## src/rtl/stim_gen_pkg.sv

```systemverilog
// stim_gen_pkg: shared types and constants for the stimulus generator.
//   stim_mode_e  : stimulus mode selected at burst start
//   stim_state_e : burst FSM states
//   LFSR_TAPS    : Galois feedback mask for the 16-bit right-shift LFSR
//   lfsr_next()  : one LFSR step
package stim_gen_pkg;

    typedef enum logic [1:0] {
        MODE_RAND   = 2'd0,
        MODE_INC    = 2'd1,
        MODE_WALK   = 2'd2,
        MODE_CORNER = 2'd3
    } stim_mode_e;

    typedef enum logic [1:0] {
        IDLE = 2'd0,
        RUN  = 2'd1,
        DONE = 2'd2
    } stim_state_e;

    localparam logic [15:0] LFSR_TAPS = 16'hB400;

    function automatic logic [15:0] lfsr_next(input logic [15:0] s);
        return (s >> 1) ^ (s[0] ? LFSR_TAPS : 16'h0000);
    endfunction

endpackage

```

## src/rtl/stim_lfsr.sv

```systemverilog
// stim_lfsr: 16-bit Galois right-shift LFSR used for the random stimulus mode.
// Only rst returns it to SEED, so the sequence continues across bursts.
// Ports:
//   clk     in   clock, rising edge
//   rst     in   asynchronous active-high reset
//   step_en in   advance one step on this clock edge
//   state   out  current LFSR contents
module stim_lfsr
    import stim_gen_pkg::*;
#(
    parameter logic [15:0] SEED = 16'hACE1
) (
    input  logic        clk,
    input  logic        rst,
    input  logic        step_en,
    output logic [15:0] state
);

    logic [15:0] lfsr_reg;

    always_ff @(posedge clk or posedge rst) begin
        if (rst) begin
            lfsr_reg <= SEED;
        end else if (step_en) begin
            lfsr_reg <= lfsr_next(lfsr_reg);
        end
    end

    assign state = lfsr_reg;

endmodule

```

## src/rtl/stim_gen.sv

```systemverilog
// stim_gen: programmable-length burst generator of operand pairs over a
// valid/ready handshake. Modes: random (LFSR), incrementing, walking-one and
// corner values.
// Optional feature: define STIM_GEN_CORNER_EN to build the corner sequence
// for mode 3; without it mode 3 behaves exactly like the random mode.
// Ports:
//   clk       in   clock, rising edge
//   rst       in   asynchronous active-high reset
//   start_in  in   start a burst (sampled in IDLE only)
//   mode_in   in   stimulus mode, latched at start
//   count_in  in   beats in the burst, latched at start
//   ready_in  in   downstream accepts the current beat
//   valid_ou  out  a_ou/b_ou hold a valid beat
//   a_ou      out  operand A
//   b_ou      out  operand B
//   busy_ou   out  high in RUN and DONE
//   done_ou   out  one-cycle pulse when the burst completes
//   sent_ou   out  beats accepted in the current or last burst
module stim_gen
    import stim_gen_pkg::*;
#(
    parameter int          DATA_W = 5,
    parameter int          CNT_W  = 8,
    parameter logic [15:0] SEED   = 16'hACE1
) (
    input  logic              clk,
    input  logic              rst,
    input  logic              start_in,
    input  logic [1:0]        mode_in,
    input  logic [CNT_W-1:0]  count_in,
    input  logic              ready_in,
    output logic              valid_ou,
    output logic [DATA_W-1:0] a_ou,
    output logic [DATA_W-1:0] b_ou,
    output logic              busy_ou,
    output logic              done_ou,
    output logic [CNT_W-1:0]  sent_ou
);

    localparam int K_W = $clog2(DATA_W);
    localparam logic [K_W-1:0] K_MAX = K_W'(DATA_W - 1);

    stim_state_e        state_reg;
    stim_mode_e         mode_reg;
    logic [CNT_W-1:0]   count_reg;
    logic [CNT_W-1:0]   sent_reg;   // doubles as the beat index idx
    logic [K_W-1:0]     k_reg;
    logic               valid_reg;
    logic               busy_reg;
    logic               done_reg;

    logic               accept;
    logic               use_lfsr;
    logic [CNT_W-1:0]   sent_inc;
    logic [15:0]        lfsr_state;
    logic [DATA_W-1:0]  a_mux;
    logic [DATA_W-1:0]  b_mux;
    logic               unused_lfsr_bits;

    assign accept   = valid_reg & ready_in;
    assign sent_inc = sent_reg + CNT_W'(1);

`ifdef STIM_GEN_CORNER_EN
    assign use_lfsr = (mode_reg == MODE_RAND);
`else
    assign use_lfsr = (mode_reg == MODE_RAND) || (mode_reg == MODE_CORNER);
`endif

    stim_lfsr #(
        .SEED (SEED)
    ) u_lfsr (
        .clk     (clk),
        .rst     (rst),
        .step_en (accept & use_lfsr),
        .state   (lfsr_state)
    );

    // Only the A and B slices of the LFSR feed the outputs.
    assign unused_lfsr_bits = ^{lfsr_state[15:8+DATA_W], lfsr_state[7:DATA_W]};

    always_ff @(posedge clk or posedge rst) begin
        if (rst) begin
            state_reg <= IDLE;
            mode_reg  <= MODE_RAND;
            count_reg <= '0;
            sent_reg  <= '0;
            k_reg     <= '0;
            valid_reg <= 1'b0;
            busy_reg  <= 1'b0;
            done_reg  <= 1'b0;
        end else begin
            case (state_reg)
                IDLE: begin
                    done_reg <= 1'b0;
                    if (start_in) begin
                        mode_reg  <= stim_mode_e'(mode_in);
                        count_reg <= count_in;
                        sent_reg  <= '0;
                        k_reg     <= '0;
                        busy_reg  <= 1'b1;
                        if (count_in != '0) begin
                            state_reg <= RUN;
                            valid_reg <= 1'b1;
                        end else begin
                            // Empty burst: go straight to the completion pulse.
                            state_reg <= DONE;
                            done_reg  <= 1'b1;
                        end
                    end
                end
                RUN: begin
                    if (accept) begin
                        sent_reg <= sent_inc;
                        k_reg    <= (k_reg == K_MAX) ? '0 : k_reg + K_W'(1);
                        if (sent_inc == count_reg) begin
                            state_reg <= DONE;
                            valid_reg <= 1'b0;
                            done_reg  <= 1'b1;
                        end
                    end
                end
                DONE: begin
                    state_reg <= IDLE;
                    busy_reg  <= 1'b0;
                    done_reg  <= 1'b0;
                end
                default: begin
                    state_reg <= IDLE;
                    valid_reg <= 1'b0;
                    busy_reg  <= 1'b0;
                    done_reg  <= 1'b0;
                end
            endcase
        end
    end

    // Data is a pure function of registered state, so it holds still while
    // a beat is stalled and only moves on acceptance.
    always_comb begin
        a_mux = '0;
        b_mux = '0;
        case (mode_reg)
            MODE_INC: begin
                a_mux = sent_reg[DATA_W-1:0];
                b_mux = ~sent_reg[DATA_W-1:0];
            end
            MODE_WALK: begin
                a_mux = DATA_W'(1) << k_reg;
                b_mux = {a_mux[DATA_W-2:0], a_mux[DATA_W-1]};
            end
`ifdef STIM_GEN_CORNER_EN
            MODE_CORNER: begin
                a_mux = sent_reg[0] ? '1 : '0;
                b_mux = (sent_reg[1] ^ sent_reg[0]) ? '1 : '0;
            end
`endif
            default: begin
                a_mux = lfsr_state[DATA_W-1:0];
                b_mux = lfsr_state[8 +: DATA_W];
            end
        endcase
    end

    assign valid_ou = valid_reg;
    assign a_ou     = valid_reg ? a_mux : '0;
    assign b_ou     = valid_reg ? b_mux : '0;
    assign busy_ou  = busy_reg;
    assign done_ou  = done_reg;
    assign sent_ou  = sent_reg;

endmodule
```

## config.mk

```make
export PLATFORM = sky130hd
export DESIGN_NAME = stim_gen
export DESIGN_NICKNAME = d
export VERILOG_FILES = /design/src/rtl/stim_gen_pkg.sv /design/src/rtl/stim_lfsr.sv /design/src/rtl/stim_gen.sv
export SDC_FILE = /design/constraint.sdc
export NUM_CORES = 1
export LEC_CHECK = 0
export ABC_AREA = 1
export CAP_MARGIN = 15
export CELL_PAD_IN_SITES_DETAIL_PLACEMENT = 1
export CELL_PAD_IN_SITES_GLOBAL_PLACEMENT = 1
export CORE_ASPECT_RATIO = 0.75
export CORE_MARGIN = 4
export CORE_UTILIZATION = 36
export DETAILED_ROUTE_END_ITERATION = 10
export GPL_ROUTABILITY_DRIVEN = 0
export PLACE_DENSITY = 0.8
export REMOVE_ABC_BUFFERS = 1
export SYNTH_ARGS = -nofsm -noshare
export SYNTH_HDL_FRONTEND = slang
export SYNTH_HIERARCHICAL = 1
export SYNTH_SLANG_ARGS = --single-unit
```

## constraint.sdc

```tcl
create_clock -name clk -period 1.67 [get_ports clk]
set_input_delay 0.334 -clock clk [delete_from_list [all_inputs] [get_ports clk]]
set_output_delay 0.334 -clock clk [all_outputs]
set_load 0.03 [all_outputs]
```

; ---- After elaboration in Yosys (flattened, before gate mapping)
; Index checks and enable logic that the tools add are counted.
[totals]
register_bits = 42
input_bits = 14
output_inout_bits = 21
[op_classes]
n_addsub = 2
n_eq_ne = 11
shifts = 1
mux = 29
bitwise = 6
reduce_logical = 11
[ops]
columns = op, count
row1 = $pmux W5 S2, 2
row2 = $mux W16, 1
row3 = $mux W8, 2
row4 = $pmux W8 S2, 1
row5 = $xor A15 B16 Y16, 1
row6 = $mux W5, 2
row7 = $mux W1, 9
row8 = $mux W3, 3
row9 = $add A8 B1 Y8 const B, 1
row10 = $eq A8 B8 Y1, 1
row11 = $mux W2, 4
row12 = $ne A2 B2 Y1 const B, 4
row13 = $reduce_bool A8 Y1, 1
row14 = $eq A2 B2 Y1 const B, 3
row15 = $pmux W3 S2, 1
row16 = $reduce_and A2 Y1, 3
row17 = $reduce_and A3 Y1, 2
row18 = $not A5 Y5, 1
row19 = $reduce_and A5 Y1, 1
row20 = $shl A1 B3 Y5 const A, 1
row21 = $eq A2 B1 Y1 const B, 2
row22 = $logic_not A2 Y1, 2
row23 = $pmux W1 S2, 2
row24 = $pmux W2 S2, 1
row25 = other kinds (7), 9

; ---- Longest topological paths before layout
; Gate-level depths: netlist of run 1.
[logic_depth]
word_depth = 5
ltp_mapped = 15
depth_no_buf = 15

; ---- Hierarchy
; Netlist of run 1, hierarchy kept.
[modules_own_cells]
columns = module, instances, cells_each, area_per_inst_um2, seq_area_each_um2
row1 = stim_gen, 1, 230, 1677.9, 650.6
row2 = stim_lfsr, 1, 71, 684.4, 410.4

; ---- Least setup slack after synthesis of run 1
; No wires, ideal clock.
[synth_timing]
kind = register to output
startpoint = register mode_reg[0]
endpoint = output port a_ou[0]
arrival_time_ps = 1746
setup_slack_ps = -410
path_stages_with_launch = 8
cell_sequence = dfrtp_1 -> inv_1 -> ha_1 -> clkbuf_1 -> inv_1 -> clkbuf_1 -> o21ai_0 -> a21oi_1
[synth_between]
elab_chain_len = 3
word_cells_on_any_way = 4
classes_between = eq/ne: 2 / mux: 2
[synth_rtl]
columns = element, line
row1 = start: declaration, stim_gen.sv:44  ; stim_mode_e mode_reg;
row2 = start signal: assignment, stim_gen.sv:96  ; mode_reg <= stim_mode_e'(mode_in);
row3 = $eq A2 B2 Y1 or $eq A2 B1 Y1 (tied branches), stim_gen.sv:142  ; case (mode_reg)
row4 = $pmux W5 S2 (*), stim_gen.sv:142
row5 = $mux W5 (*), stim_gen.sv:165  ; assign a_ou = valid_reg ? a_mux : '0;
row6 = end: declaration, stim_gen.sv:33  ; output logic [DATA_W-1:0] a_ou,
; Mark *: on every way between the ends. The rest lies on a longest branch, timed or not.

; ---- Worst setup path after layout of run 1
[layout_timing]
startpoint = register k_reg[1]
endpoint = output port b_ou[0]
[layout_between]
elab_chain_len = 3
[layout_rtl]
columns = element, line
row1 = start: declaration, stim_gen.sv:47  ; logic [K_W-1:0] k_reg;
row2 = start signal: assignment, stim_gen.sv:114  ; k_reg <= (k_reg == K_MAX) ? '0 : k_reg + K_W'(1);
row3 = $shl A1 B3 Y5, stim_gen.sv:148  ; a_mux = DATA_W'(1) << k_reg;
row4 = $pmux W5 S2, stim_gen.sv:142
row5 = $mux W5, stim_gen.sv:166  ; assign b_ou = valid_reg ? b_mux : '0;
row6 = end: declaration, stim_gen.sv:34  ; output logic [DATA_W-1:0] b_ou,
; Every way passes these cells.

==> summary.txt, run 1 <==
Outcome
  – Outcome: complete, but fails checks
  – Failing checks: setup timing

Clocking
  – Worst-path clk slew: 0.09 ns
  – Max Buffers Root-to-Sink: 2
  – Hold Buf Count CTS: 0
  – CTS H-tree depth: 2
  – Worst-Skew Late Latency: 0.31 ns
  – TritonCTS clock tree: yes
  – Root buf cell: clkbuf_8
  – CTS Buf Count: 5
  – Clock sink count: 42

Synthesis
  – Syn avg cell area: 7.85 um2
  – Seq/Total Area, Yosys: 44.9%
  – Post-synth cell types: 33
  – Synth warn: 6
  – #FFs+latches synth: 42
  – Mapped Cells: 301
  – Netlist Area Pre-Place: 2360 um2

Floorplan
  – DIE HEIGHT: 78.2 um
  – Die footprint: 7930 um2
  – CORE AREA: 6350 um2
  – Initial Util: 37.2%
  – I/O pins: 35
  – Die width: 102 um
  – Row cnt: 25

Route
  – Via count: 2406
  – Drt first-iter violations: 212
  – Antenna viol nets, final: 0
  – Detailed Route WL: 8940 um
  – Initial DRT Pass Iterations: 5
  – Post-DR vias/cell: 5.28
  – DR DRC count: 0
  – Routed length per instance: 19.6 um

Layout
  – Most frequent cells in the layout: nand2_1 (67), buf_4 (38), inv_1 (36)
  – Finished Cell Area: 3400 um2
  – Nets: 396
  – N_diodes: 0
  – Max FFs per register: 16
  – Area grow syn2layout: 43.8%
  – Share of post-route cells with drive strength above 1: 34.9%
  – Commonest non-fill, non-tap cell in the layout: nand2_1

Power and ir drop
  – Pleak: 1.62 nW
  – Pwr Total: 7.07 mW
  – Total power divided by cell area: 2080 nW/um2
  – Peak supply drop: 0.000888 V

STA
  – Clock Skews: 0.0107 ns
  – Hold Fails Final Rpt: 0
  – Fmax: 0.496 GHz
  – Crit share post-route: 121%
  – RSZ-0062 raised after global routing: yes
  – Worst slew pin tran: 0.557 ns
  – Pins Over Slew Limit: 0
  – Setup-failing EPs final: 29
  – Final WS setup: -0.345 ns
  – Max_slew headroom: 62.7%
  – Hold Worst Slack: 0.353 ns
  – Tmin final: 2.02 ns
  – Setup TNS Final: -4.71 ns

Setup path
  – CP Launch Type: flop
  – Setup crit end kind: output pin
  – CP required: 1.34 ns
  – Critical Path Fanout Max: 3
  – R2R Path Start: mode_reg[1]
  – R2r setup slk: -0.23 ns
  – WS Path Type: flop to output pin
  – Worst Path Arrival: 1.68 ns
  – Worst Setup SP: k_reg[1]

Global routing
  – Global-route wire length before repair: 12600 um
  – GRT Overall Usage: 20.6%
  – Vias in the first global route: 2423
  – Total gr overflow: 0
  – Initial antenna violation count: 0
  – Largest net degree at the start of global routing: 27

Placement
  – Placed wire-length estimate: 5270 um
  – Port bufs: 34
  – Dpl cell area: 2910 um2

Job
  – Max-cap violations: 0

Worst hold path
  – Hold WC Path Type: input pin to async pin
==> logic make-up after synthesis <==
logic type / Yosys count / share of synthesized area (%)
simple gates: 131 / 25.2
compound gates: 62 / 14.0
buf+inv: 55 / 10.4
flops: 42 / 44.9
fa+ha+maj: 8 / 4.24
xor+xnor: 2 / 0.742
mux: 1 / 0.477
==> cells in the mapped netlist, drive strengths merged <==
cell / count / area [um2]
a21oi: 19 / 95.1
a31oi: 2 / 12.5
buf: 5 / 53.8
clkbuf: 5 / 18.8
dfrtp: 34 / 851
dfstp: 8 / 210
ha: 8 / 100
inv: 45 / 174
mux2: 1 / 11.3
nand2: 83 / 339
nand3: 27 / 140
nand3b: 1 / 7.51
nand4: 2 / 12.5
nor2: 16 / 85.1
nor3: 2 / 10.0
o21a: 1 / 7.51
o21ai: 35 / 183
o22ai: 4 / 25.0
o32ai: 1 / 8.76
xnor2: 1 / 8.76
xor2: 1 / 8.76
==> metrics by stage <==
stage | cells | setup slack (ns) | utilization, %
3_5_place_dp | 431 | -0.136 | 45.8
2_1_floorplan | 291 | -0.356 | -
4_1_cts | 444 | -0.256 | 50.4
5_1_grt | 456 | -0.427 | 53.5
3_3_place_gp | 431 | -0.0519 | 45.8
6_report | 456 | -0.345 | 53.5
==> timing repair <==
action,CTS,global route
setup endpoints to repair,40,31
gates resized for setup,47,37
pin swaps,4,9
setup buffers,5,12
==> critical path, cell delays in order (launching register included) <==
cell and delay, ns:
dfrtp_1 0.44, inv_2 0.13, ha_4 0.16, nand2_1 0.09, inv_1 0.11, nand2_2 0.08
a21oi_2 0.20, buf_6 0.17
==> report_power, final <==
group,switching [mW],leakage (nW),internal [mW]
Combinational,2.52,1.04,1.68
Sequential,0.393,0.515,1.47
Clock,0.404,0.0683,0.600
Total,3.32,1.62,3.75
==> routing by layer <==
layer	track usage [%]	wire, um	up-vias
met1	27.7	3670	1184
li1	-	-	1113
met4	6.64	251	0
met5	0	0	-
met3	3.46	523	21
met2	33.6	4500	88
==> path summary, 6_finish.rpt <==
kind,endpoint,depth (start not counted)
min in group clk,u_lfsr/state[5],2
max in group asynchronous,sent_ou[2],3
worst min-delay path,u_lfsr/state[8],3
worst max-delay path,b_ou[0],7
worst max register to register,u_lfsr/state[10],6
worst min register to register,u_lfsr/state[5],2
==> area by class of cell <==
| class | instances | area [um2] |
|---|---|---|
| inverter | 45 | 184 |
| multi-input combinational | 204 | 1240 |
| fill | 751 | 2950 |
| clock buffer | 5 | 68.8 |
| timing repair buffer | 76 | 674 |
| clock inverter | 3 | 68.8 |
| sequential | 42 | 1060 |
| tap | 81 | 101 |
Power figures use the tool's default switching activity.
==> inputs of run 2 (changes only) <==
--- a/config.mk
+++ b/config.mk
@@ -6,7 +6,7 @@
 export NUM_CORES = 1
 export LEC_CHECK = 0
 export ABC_AREA = 1
-export CAP_MARGIN = 15
+export CAP_MARGIN = 0
 export CELL_PAD_IN_SITES_DETAIL_PLACEMENT = 1
 export CELL_PAD_IN_SITES_GLOBAL_PLACEMENT = 1
 export CORE_ASPECT_RATIO = 0.75
@@ -14,6 +14,7 @@
 export CORE_UTILIZATION = 36
 export DETAILED_ROUTE_END_ITERATION = 10
 export GPL_ROUTABILITY_DRIVEN = 0
+export MAX_ROUTING_LAYER = met4
 export PLACE_DENSITY = 0.8
 export REMOVE_ABC_BUFFERS = 1
 export SYNTH_ARGS = -nofsm -noshare
==> run 2 against run 1 <==
Against the previous run:
- the flow still finishes with violations (setup timing)
- cell count down 0.44%
- critical endpoint is now a_ou[4]
- total power down 2.9%
- wire length down 8.6%
- utilization down 0.35 points
- clock power about the same
- die area unchanged
- register-to-register slack better by 0.12 ns
==> summary.txt, run 2 (synthesis results as in run 1) <==
Placement
  – Port bufs: 34
  – Setup WS pre-CTS: -0.136 ns
  – Placed wire-length estimate: 5270 um
  – Dpl cells: 431

Power and ir drop
  – Pwr Total: 6.87 mW
  – Peak supply drop: 0.000862 V
  – Total power divided by cell area: 2040 nW/um2
  – Pleak: 1.61 nW

Clocking
  – TritonCTS clock tree: yes
  – CTS Buf Count: 5
  – Root buf cell: clkbuf_8
  – Clock sink count: 42
  – Worst-path clk slew: 0.09 ns
  – Worst-Skew Late Latency: 0.31 ns
  – Max Buffers Root-to-Sink: 2
  – CTS H-tree depth: 2

Setup path
  – Largest delay share family, worst path: flip-flops
  – Critical Path Fanout Max: 8
  – CP Launch Type: flop
  – R2r setup slk: -0.11 ns
  – Crit path cell chain: ha_4 > buf_8 > a21oi_2 > a21oi_2 > buf_6
  – Critical path depth in cells: 5
  – Worst Setup SP: mode_reg[1]
  – FF-to-FF path depth: 6
  – Setup crit end kind: output pin
  – Worst Path Arrival: 1.69 ns
  – Slowest-stage cell, CP: dfrtp_1
  – Worst R2R End: u_lfsr/state[10]
  – R2R Path Start: mode_reg[1]
  – Setup crit end: a_ou[4]
  – WS Path Type: flop to output pin
  – CP dominant cell by count: a21oi_2
  – Largest stage delay on the critical path: 0.44 ns
  – Buf/Inv on CP: 2
  – CP required: 1.34 ns

Route
  – Antenna viol nets, final: 0
  – Drt first-iter violations: 146
  – Post-DR vias/cell: 5.15
  – Detailed Route WL: 8180 um
  – DR DRC count: 0
  – Via count: 2339
  – Initial DRT Pass Iterations: 4
  – Routed length per instance: 18.0 um

Global routing
  – Largest net degree at the start of global routing: 27
  – Initial antenna violation count: 0
  – Global-route wire length before repair: 12600 um
  – Vias in the first global route: 2424
  – GRT Overall Usage: 21.1%
  – Total gr overflow: 0

STA
  – RSZ-0062 raised after global routing: yes
  – Final WS setup: -0.355 ns
  – Hold Fails Final Rpt: 0
  – Max_slew headroom: 63.1%
  – Clock Skews: 0.0104 ns
  – Setup-failing EPs final: 29
  – Worst slew pin tran: 0.552 ns
  – Crit share post-route: 121%
  – Pins Over Slew Limit: 0
  – Setup TNS Final: -4.07 ns
  – Tmin final: 2.02 ns
  – Fmax: 0.494 GHz

Layout
  – Share of post-route cells with drive strength above 1: 34.6%
  – Nets: 394
  – Commonest non-fill, non-tap cell in the layout: nand2_1
  – Non-Filler Instances: 454
  – Most frequent cells in the layout: nand2_1 (67), buf_4 (38), inv_1 (36)
  – Area of the multi-input gates: 1240 um2
  – Max FFs per register: 16
  – N_diodes: 0
  – Layout fillers: 758
  – Storage element area: 1060 um2
  – Area grow syn2layout: 42.8%

Worst hold path
  – Hold WC Path Type: input pin to async pin

Floorplan
  – DIE HEIGHT: 78.2 um
  – Die width: 102 um
  – I/O pins: 35
  – Die footprint: 7930 um2
  – Row cnt: 25
  – Initial Util: 37.2%
  – CORE AREA: 6350 um2

Job
  – Max-cap violations: 0

Outcome
  – Outcome: complete, but fails checks
  – Failing checks: setup timing
## run 2: what timing repair did
action,in CTS,in global routing
endpoints found under the setup margin,40,31
cloned,0,0
hold endpoints to repair,0,0
gates resized for setup,47,35
hold buffers,0,0
setup buffers,5,10
pin swaps,4,9
## run 2: layout make-up
cell class | count | share of cell area [%]
Clock buffer | 5 | 2.04
Multi-Input combinational cell | 204 | 36.6
Sequential cell | 42 | 31.5
Clock inverter | 3 | 2.04
Tap cell | 81 | 3.00
Inverter | 45 | 5.45
Timing Repair Buffer | 74 | 19.3
## run 2: worst min-delay path by stage
stage	startpoint	endpoint	slack [ns]	cells after the start
after global placement	u_lfsr/state[6]	u_lfsr/state[5]	0.46	2
after detailed placement	u_lfsr/state[5]	u_lfsr/state[5]	0.47	2
final	rst	u_lfsr/state[8]	0.35	3
after global routing	rst	u_lfsr/state[8]	0.40	3
after CTS	rst	u_lfsr/state[8]	0.36	3
after floorplan	rst	u_lfsr/state[12]	0.24	1
## run 2: tightest hold or removal path: stages
cell and delay (ns):
clkdlybuf4s50_1 0.41, inv_1 0.06, buf_4 0.24
## run 2: metal layers
layer | global-route usage (%) | vias to the layer above | wire, um
met5 | - | - | 0
met4 | 6.64 | 0 | 138
met3 | 3.46 | 12 | 340
met2 | 33.4 | 52 | 3930
met1 | 27.9 | 1165 | 3770
li1 | - | 1110 | -
## run 2: power breakdown
| part | total [mW] | internal [mW] | switching [mW] |
|---|---|---|---|
| sequential | 1.86 | 1.47 | 0.385 |
| clock | 1.00 | 0.600 | 0.403 |
| combinational | 4.01 | 1.62 | 2.39 |
## run 2: per-stage QoR
step / hold WS (ns) / cell area (um2) / util (%)
6_report: 0.346 / 3370 / 53.1
5_1_grt: 0.403 / 3370 / 53.1
4_1_cts: 0.356 / 3200 / 50.4
3_5_place_dp: 0.467 / 2910 / 45.8
3_3_place_gp: 0.461 / 2910 / 45.8
2_1_floorplan: 0.242 / 2290 / -
==> inputs of run 3 (changes only) <==
--- a/config.mk
+++ b/config.mk
@@ -5,17 +5,16 @@
 export SDC_FILE = /design/constraint.sdc
 export NUM_CORES = 1
 export LEC_CHECK = 0
-export ABC_AREA = 1
 export CAP_MARGIN = 0
 export CELL_PAD_IN_SITES_DETAIL_PLACEMENT = 1
 export CELL_PAD_IN_SITES_GLOBAL_PLACEMENT = 1
 export CORE_ASPECT_RATIO = 0.75
 export CORE_MARGIN = 4
-export CORE_UTILIZATION = 36
+export CORE_UTILIZATION = 37
 export DETAILED_ROUTE_END_ITERATION = 10
 export GPL_ROUTABILITY_DRIVEN = 0
 export MAX_ROUTING_LAYER = met4
-export PLACE_DENSITY = 0.8
+export PLACE_DENSITY = 0.79
 export REMOVE_ABC_BUFFERS = 1
 export SYNTH_ARGS = -nofsm -noshare
 export SYNTH_HDL_FRONTEND = slang
==> run 3 against run 2 <==
Against the previous run:
- the flow still finishes with violations (setup timing)
- clock-buffer cell count increased by 2
- maximum frequency increased by 3.1%
- clock skew increased by 0.0036 ns
- sequential share of layout area decreased by 0.34 points
- die area decreased by 4.8%
- first-iteration DRC count decreased by 30%
- hold slack improved by 0.0046 ns
- critical path type is now flop to flop
- critical endpoint is now valid_ou
- largest cell class unchanged
==> summary.txt, run 3 <==
Synthesis
  – #FFs+latches synth: 42
  – Synth top area share: 37.0%
  – Syn avg cell area: 9.83 um2
  – Synth cell count leaders: dfrtp_1 (34), o21ai_0 (27), nand2_1 (24), a21oi_1 (22), mux2_2 (17)
  – Mapped Cells: 234
  – Most frequent cell after synthesis: dfrtp_1
  – Main synth FF type: dfrtp_1
  – EDFF count, synth: 0
  – Netlist Area Pre-Place: 2300 um2
  – Post-synth cell types: 40
  – Synth warn: 6
  – Area leader, netlist: dfrtp_1
  – Seq/Total Area, Yosys: 46.1%
  – Synth area leaders: dfrtp_1 (37%), dfstp_2 (9.1%), mux2_2 (8.3%)
  – Post-synthesis async set-or-reset flop share: 100%

Setup path
  – FF-to-FF path depth: 5
  – Critical Path Fanout Max: 4
  – CP Launch Type: flop
  – WS Path Type: flop to flop
  – Slowest-stage cell, CP: dfrtp_1
  – Setup crit end kind: flop
  – Crit path cell chain: nand4_2 > or4_4 > a21o_1 > a211o_4 > o221a_1
  – Worst Path Arrival: 2.15 ns
  – CP required: 1.86 ns
  – Largest stage delay on the critical path: 0.44 ns

Outcome
  – Outcome: complete, but fails checks
  – Failing checks: setup timing

Placement
  – Port bufs: 34
  – Dpl cell area: 3060 um2
  – Placed wire-length estimate: 5400 um
  – Setup WS pre-CTS: -0.372 ns

Global routing
  – Total gr overflow: 0
  – Largest net degree at the start of global routing: 27
  – GR peak layer: met2
  – Initial antenna violation count: 0
  – Met1 usage: 27.4%
  – GRT Overall Usage: 21.6%
  – Global-route met3 utilization: 3.84%
  – Global-route wire length before repair: 12500 um
  – Met2 Usage GRT: 35.3%
  – Vias in the first global route: 2283

Route
  – Antenna viol nets, final: 0
  – Post-DR vias/cell: 5.34
  – DR DRC count: 0
  – Initial DRT Pass Iterations: 4
  – Drt first-iter violations: 102
  – Detailed Route WL: 7810 um
  – Via count: 2132
  – Routed length per instance: 19.6 um

STA
  – Setup-failing EPs final: 14
  – RSZ-0062 raised after global routing: yes
  – Worst slew pin tran: 0.388 ns
  – Hold Fails Final Rpt: 0
  – Final WS setup: -0.294 ns
  – Fmax: 0.509 GHz
  – Max_slew headroom: 73.9%
  – Hold Worst Slack: 0.351 ns
  – Tmin final: 1.96 ns
  – Clock Skews: 0.0140 ns
  – Crit share post-route: 118%
  – Pins Over Slew Limit: 0

Floorplan
  – CORE AREA: 5920 um2
  – DIE HEIGHT: 76.3 um
  – Row cnt: 24
  – Initial Util: 38.9%
  – Die width: 99.1 um
  – I/O pins: 35
  – Die footprint: 7560 um2

Power and ir drop
  – Peak supply drop: 0.00109 V
  – Register share of total power: 25.4%
  – Pleak: 1.46 nW
  – Switching Power: 3.40 mW
  – Total power divided by cell area: 2240 nW/um2
  – Internal power: 4.26 mW
  – Logic pwr share: 63.2%
  – Switch share: 44.4%
  – Part of the power in the clock network: 11.4%

Layout
  – Commonest non-fill, non-tap cell in the layout: buf_4
  – Storage element area: 1070 um2
  – Nets: 342
  – Max FFs per register: 16
  – Most frequent cells in the layout: buf_4 (50), dfrtp_1 (30), nand2_1 (23)
  – N_diodes: 0
  – Share of post-route cells with drive strength above 1: 43.3%
  – Layout fillers: 642
  – Area grow syn2layout: 48.7%
  – Finished Cell Area: 3420 um2
  – Area of the multi-input gates: 1290 um2
  – Final Core Density: 57.8%

Clocking
  – Clock sink count: 42
  – Worst-Skew Late Latency: 0.31 ns
  – Worst-path clk slew: 0.09 ns
  – CTS H-tree depth: 2
  – TritonCTS clock tree: yes
  – CTS Buf Count: 5
  – Root buf cell: clkbuf_8
  – Max Buffers Root-to-Sink: 2

Job
  – Max-cap violations: 0

Worst hold path
  – Hold WC Path Type: input pin to async pin
-- run 3: timing repair --
item / CTS / global route
hold buffers: 0 / 0
buffers inserted: 1 / 4
endpoints found under the setup margin: 40 / 37
pin swaps: 5 / 6
resized for setup: 53 / 29
-- run 3: final timing paths --
check,startpoint,end,slack (ns)
setup reg to reg,sent_ou[3],valid_ou,-0.29
setup / recovery,sent_ou[3],valid_ou,-0.29
hold / removal,rst,u_lfsr/state[1],0.35
hold reg to reg,busy_ou,busy_ou,0.50
max in group asynchronous,rst,sent_ou[0],0.97
min in group clk,busy_ou,busy_ou,0.50
-- run 3: cell type report --
class	instances	area share, %
multi-input cells	169	37.7
flip-flops and latches	42	31.2
repair buffers	89	23.4
well taps	78	2.85
clock buffers	7	2.52
inverters	13	1.57
clock inverters	1	0.878
-- run 3: logic make-up (layout without fill, tap and decap cells) --
family	Yosys count	count (layout)	share of synthesized area [%]
AO/OA/AOI/OAI	66	66	16.7
XOR/XNOR	10	10	3.81
adder cells (fa/ha/maj)	8	8	4.35
buffers and inverters	23	110	5.00
flip-flops	42	42	46.1
multiplexers	21	21	10.9
AND/OR/NAND/NOR	64	64	13.1
-- run 3: power by group through the flow --
stage                     registers (mW)  logic (mW)  clock network [mW]
after global placement              1.86        3.72                   0
final                               1.95        4.84               0.875
after global routing                2.01        5.14               0.917
after detailed placement            1.90        3.88                   0
after CTS                           1.91        4.45               0.879
after floorplan                     1.92        2.16                   0
-- run 3: metrics by stage --
step	TNS [ns]	std cells	total power [mW]
final	-3.43	399	7.66
after global routing	-4.50	399	8.06
after CTS	-3.50	395	7.24
after detailed placement	-5.80	386	5.78
after global placement	-4.53	386	5.58
after floorplan	-12.62	224	4.08
-- run 3: per-layer routing --
layer / share of wire [%] / routed length (um) / vias up
li1: - / - / 991
met1: 44 / 3450 / 1062
met2: 49 / 3840 / 63
met3: 4.9 / 382 / 16
met4: 1.8 / 140 / 0
met5: 0 / 0 / -
-- run 3: worst max-delay path, delay by kind of cell, from the launching register on --
kind | cells | cell delay [ns]
AO/OA/AOI/OAI | 3 | 0.81
flip-flops | 1 | 0.44
AND/OR/NAND/NOR | 2 | 0.59
